--- config.mk ---
export PLATFORM = sky130hd
export DESIGN_NAME = raider_txn_trace
export DESIGN_NICKNAME = d
export VERILOG_FILES = /design/src/rtl/raider_txn_trace.sv
export SDC_FILE = /design/constraint.sdc
export NUM_CORES = 1
export LEC_CHECK = 0
export BUFFER_PORTS_ARGS = -buffer_cell sky130_fd_sc_hd__buf_4
export CAP_MARGIN = 20
export CORE_UTILIZATION = 60
export CTS_CLUSTER_SIZE = 40
export DETAILED_ROUTE_END_ITERATION = 8
export MAX_ROUTING_LAYER = met4
export PLACE_DENSITY = 0.79
export SETUP_SLACK_MARGIN = 0.02
export SLEW_MARGIN = 20
export SYNTH_ARGS = -nofsm -noshare
export SYNTH_HDL_FRONTEND = slang
export SYNTH_SLANG_ARGS = --single-unit
export TNS_END_PERCENT = 50
--- constraint.sdc ---
create_clock -name clk -period 7.4 [get_ports clk]
set_input_delay 1.11 -clock clk [delete_from_list [all_inputs] [get_ports clk]]
set_output_delay 1.11 -clock clk [all_outputs]
set_load 0.005 [all_outputs]
--- src/rtl/raider_txn_trace.sv ---
`default_nettype none
// ============================================================================
// Module   : raider_txn_trace
// Purpose  : Trace FIFO for decoded host flash commands. Each accepted
//            command is stored as {timestamp, host_sel, flash_sel, opcode,
//            address} so firmware can audit, through the management SPI
//            slave, which flash served which host access.
// Ports    : clk, rst_n (synchronous, active-low)
//            trace_enable, txn_valid, txn_instr, txn_addr,
//            txn_flash_sel, txn_host_sel   - capture side
//            rd_en, clear                  - management side controls
//            rd_valid, rd_data (show-ahead head entry), level, drop_cnt
// Options  : RAIDER_TRACE_FILTER_EN adds filter_en / filter_opcode inputs;
//            when filter_en=1 only txn_instr==filter_opcode is captured.
// Revision : 1.0 - initial release
// ============================================================================
module raider_txn_trace #(
    parameter int DEPTH  = 8,
    parameter int TS_W   = 16,
    parameter int ADDR_W = 24
) (
    input  logic                        clk,
    input  logic                        rst_n,
    input  logic                        trace_enable,
    input  logic                        txn_valid,
    input  logic [7:0]                  txn_instr,
    input  logic [ADDR_W-1:0]           txn_addr,
    input  logic                        txn_flash_sel,
    input  logic                        txn_host_sel,
    input  logic                        rd_en,
    input  logic                        clear,
`ifdef RAIDER_TRACE_FILTER_EN
    input  logic                        filter_en,
    input  logic [7:0]                  filter_opcode,
`endif
    output logic                        rd_valid,
    output logic [TS_W+ADDR_W+9:0]      rd_data,
    output logic [$clog2(DEPTH):0]      level,
    output logic [7:0]                  drop_cnt
);

    localparam int c_PTR_W  = $clog2(DEPTH);
    localparam int c_DATA_W = TS_W + ADDR_W + 10;
    localparam logic [c_PTR_W:0] c_ONE = {{c_PTR_W{1'b0}}, 1'b1};

    logic [c_DATA_W-1:0] r_mem [DEPTH];
    logic [c_PTR_W:0]    r_wr_ptr;
    logic [c_PTR_W:0]    r_rd_ptr;
    logic [c_PTR_W:0]    r_level;
    logic                r_rd_valid;
    logic [7:0]          r_drop_cnt;
    logic [TS_W-1:0]     r_ts;

    logic                w_filter_ok;
    logic                w_cand;
    logic                w_full;
    logic                w_pop;
    logic                w_push;
    logic                w_drop;
    logic [c_PTR_W:0]    w_level_nxt;
    logic [c_DATA_W-1:0] w_entry;

`ifdef RAIDER_TRACE_FILTER_EN
    assign w_filter_ok = !filter_en || (txn_instr == filter_opcode);
`else
    assign w_filter_ok = 1'b1;
`endif

    // Full when the wrap bits differ and the index bits match.
    assign w_full  = (r_wr_ptr[c_PTR_W] != r_rd_ptr[c_PTR_W]) &&
                     (r_wr_ptr[c_PTR_W-1:0] == r_rd_ptr[c_PTR_W-1:0]);
    assign w_cand  = txn_valid && trace_enable && w_filter_ok;
    // Pop is qualified by the registered non-empty flag, so a pop on an
    // empty FIFO is a no-op even when a push lands in the same cycle.
    assign w_pop   = rd_en && r_rd_valid;
    // A pop frees the slot the push needs, so full+push+pop both proceed.
    assign w_push  = w_cand && (!w_full || w_pop);
    assign w_drop  = w_cand && w_full && !w_pop;
    assign w_entry = {r_ts, txn_host_sel, txn_flash_sel, txn_instr, txn_addr};

    always_comb begin
        w_level_nxt = r_level;
        if (w_push && !w_pop) begin
            w_level_nxt = r_level + c_ONE;
        end else if (!w_push && w_pop) begin
            w_level_nxt = r_level - c_ONE;
        end
    end

    // Timestamp free-runs; clear deliberately leaves it alone.
    always_ff @(posedge clk) begin
        if (!rst_n) begin
            r_ts <= '0;
        end else begin
            r_ts <= r_ts + {{(TS_W-1){1'b0}}, 1'b1};
        end
    end

    always_ff @(posedge clk) begin
        if (!rst_n || clear) begin
            r_wr_ptr   <= '0;
            r_rd_ptr   <= '0;
            r_level    <= '0;
            r_rd_valid <= 1'b0;
            r_drop_cnt <= '0;
        end else begin
            if (w_push) begin
                r_wr_ptr <= r_wr_ptr + c_ONE;
            end
            if (w_pop) begin
                r_rd_ptr <= r_rd_ptr + c_ONE;
            end
            r_level    <= w_level_nxt;
            r_rd_valid <= (w_level_nxt != '0);
            if (w_drop && (r_drop_cnt != 8'hFF)) begin
                r_drop_cnt <= r_drop_cnt + 8'd1;
            end
        end
    end

    // Storage carries no reset; validity is tracked by the pointers alone.
    always_ff @(posedge clk) begin
        if (rst_n && !clear && w_push) begin
            r_mem[r_wr_ptr[c_PTR_W-1:0]] <= w_entry;
        end
    end

    assign rd_valid = r_rd_valid;
    assign rd_data  = r_rd_valid ? r_mem[r_rd_ptr[c_PTR_W-1:0]] : '0;
    assign level    = r_level;
    assign drop_cnt = r_drop_cnt;

endmodule
`default_nettype wire

==> results.json <==
{
  "drive_above_1_share_pct": 28.61,
  "sw_frac_of_total_pct": 18.90,
  "hold_class": "reg2reg",
  "power_density_nw_per_um2": 249.8,
  "synth_xor_xnor_area_share_pct": 1.578,
  "wirelength_mm": 31.91,
  "boundaryPins": 103,
  "muxShareOfSynthArea_pct": 16.19,
  "track_usage_pct": 23.43,
  "setup_viol": 0,
  "postCtsHoldBufs": 0,
  "cts_root_buf": "clkbuf_16",
  "placementRows": 61,
  "postSynthCellCount": 847,
  "synthTopCellsByArea": "edfxtp_1 (70%), mux4_2 (13%), dfxtp_1 (4.7%)",
  "diodes": 0,
  "synthFlopType": "edfxtp_1",
  "drc_errors": 0,
  "wl_per_cell_um": 23.23,
  "die_h_um": 171.0,
  "worst_setup_path_start_kind": "flip-flop",
  "stdcell_count": 1374,
  "p_comb_share_pct": 2.5,
  "num_vias": 8212,
  "syn_to_final_growth_pct": 14.87,
  "dp.cells": 1299,
  "ys_seq_area_share_pct": 74.80,
  "arrival_ns": 3.23,
  "grt_overflow": 0,
  "dp_hpwl_mm": 15.47,
  "setup_ws_ns": 3.056,
  "cp-end-kind": "primary output",
  "async_flop_share_pct": 0,
  "crit_required_ns": 6.29,
  "insertion_delay_ns": 0.54,
  "clock_path_buffers": 3,
  "p_leak_nw": 6.205,
  "portBuffers": 102,
  "synth-edff-count": 400,
  "synth_top_area_cell": "edfxtp_1",
  "vias_per_cell": 5.977,
  "drt-pass1-iter-count": 5,
  "whs_path_depth": 2,
  "synthSimpleGateAreaFrac_pct": 5.033,
  "fp.dieArea_um2": 29230,
  "antenna_found_initial": 0,
  "synthesis.nets": 893,
  "first_global_vias": 8431,
  "clkTransAtPathRegs_ns": 0.06,
  "ys_ff_latch": 440,
  "cts_setup_buffers": 0,
  "syn_area_per_cell_um2": 20.22,
  "max-cap-violations": 0,
  "grt_pass1_wl_mm": 48.42,
  "period_share_pct": 58.70,
  "worstPathMaxFanout": 47,
  "tightest_slew_ns": 1.094,
  "die_x_um": 171.0,
  "power.switching_w": 0.0009287,
  "p_seq_share_pct": 55.3,
  "grt_setup_unrepaired": "false",
  "clkPwrFrac_pct": 42.2,
  "htreeDepth": 2,
  "post_cts_resized": 0,
  "cts.sinks": 440,
  "initial_core_util_pct": 61.32,
  "mostFrequentLayoutCell": "edfxtp_1",
  "synth_compound_area_share_pct": 0.8400,
  "tritoncts": "done",
  "final_cell_mix": "edfxtp_1 (400), buf_4 (114), mux4_2 (100)",
  "synth_top_family_by_area": "multiplexers",
  "slew_violations": 0,
  "synth_area_um2": 17130,
  "finalHoldViolCount": 0,
  "tns_ns": 0,
  "synth-adder-area-share_pct": 0.4383,
  "ys_warn_count": 0,
  "yosysUniqueCellTypes": 44,
  "cts_buffers": 42,
  "ant_nets": 0,
  "place_congestion": 0.7357,
  "max-slew-margin-rel_pct": 27.09,
  "post-place-ws_ns": 3.512,
  "r2r_cells": 6,
  "coreArea_um2": 27930,
  "drt-initial-drc-count": 713,
  "intPower_w": 0.003986,
  "fin_nets": 1011,
  "grt_max_degree": 59,
  "finClkSkew_ns": 0.01229,
  "vdd.ir_drop.worst_mv": 0.1895,
  "fin_crit_ns": 4.344,
  "max_freq_mhz": 230.2,
  "synth_top_area_share_pct": 70.12,
  "status": "finished, final reports clean",
  "worstSetupPathType": "reg2out"
}
logic make-up after synthesis:
kind of cell / after synthesis
flops: 440
xor+xnor: 30
fa+ha+maj: 6
compound gates: 21
simple gates: 154
buf+inv: 44
mux: 152
critical path, stage by stage, from the launching register on:
cell and delay (ns):
dfxtp_4 0.99, buf_4 0.61, mux4_2 0.57, mux2i_1 0.24, nor2b_1 0.09, buf_4 0.15
Yosys cell counts (10+ instances only):
cell type,count
dfxtp_1,40
xor2_1,14
nor2b_1,54
mux4_2,100
mux2i_1,52
and2_1,15
buf_2,10
nand2_1,17
clkbuf_1,20
nand3_1,13
xnor2_1,15
edfxtp_1,400
nor2_1,29
flip-flops by register name (all words and copies together), names as in the netlist, named ones only:
register	flops
rd_valid	1
r_rd_ptr	4
r_ts	16
r_mem	400
level	4
drop_cnt	8
r_wr_ptr	4
area by class of cell:
cell class / count / area (um2)
sequential: 440 / 12820
fill: 1677 / 8258
multi-input combinational: 363 / 4179
clock buffer: 58 / 1142
timing repair buffer: 114 / 855.8
tap: 378 / 473.0
clock inverter: 17 / 186.4
inverter: 4 / 15.01
power groups by stage:
stage / sequential (W) / combinational [W] / clock (W)
floorplan: 0.00277 / 0.0000575 / 0
global placement: 0.00277 / 0.000119 / 0
detailed placement: 0.00277 / 0.000122 / 0
CTS: 0.00272 / 0.000123 / 0.00210
global route: 0.00272 / 0.000132 / 0.00219
finish: 0.00272 / 0.000122 / 0.00207
layer usage:
layer	vias to the layer above	track usage (%)	share of wire, %
li1	3639	-	-
met1	4238	30.53	41
met2	278	38.23	51
met3	57	4.118	6.1
met4	0	6.871	2.2
met5	-	-	0
worst paths after layout:
path | start | end | slack [ns]
worst max-delay path | flip-flop | rd_data[37] | 3.06
worst min-delay path | r_wr_ptr[3]$_SDFFE_PP0N_ | r_wr_ptr[3]$_SDFFE_PP0N_ | 0.54
worst max register to register | rd_valid$_SDFF_PP0_ | r_mem[5][48]$_DFFE_PP_ | 3.79
worst min register to register | r_wr_ptr[3]$_SDFFE_PP0N_ | r_wr_ptr[3]$_SDFFE_PP0N_ | 0.54
stage by stage:
step / util [%] / power (W) / hold slack (ns) / instance area (um2)
CTS: 70.44 / 0.004942 / 0.5444 / 19680
detailed placement: 65.68 / 0.002893 / 0.5259 / 18350
floorplan: - / 0.002826 / 0.4912 / 17130
global route: 70.44 / 0.005042 / 0.5657 / 19680
finish: 70.44 / 0.004914 / 0.5428 / 19680
global placement: 65.68 / 0.002890 / 0.5217 / 18350
Power figures use the tool's default switching activity.
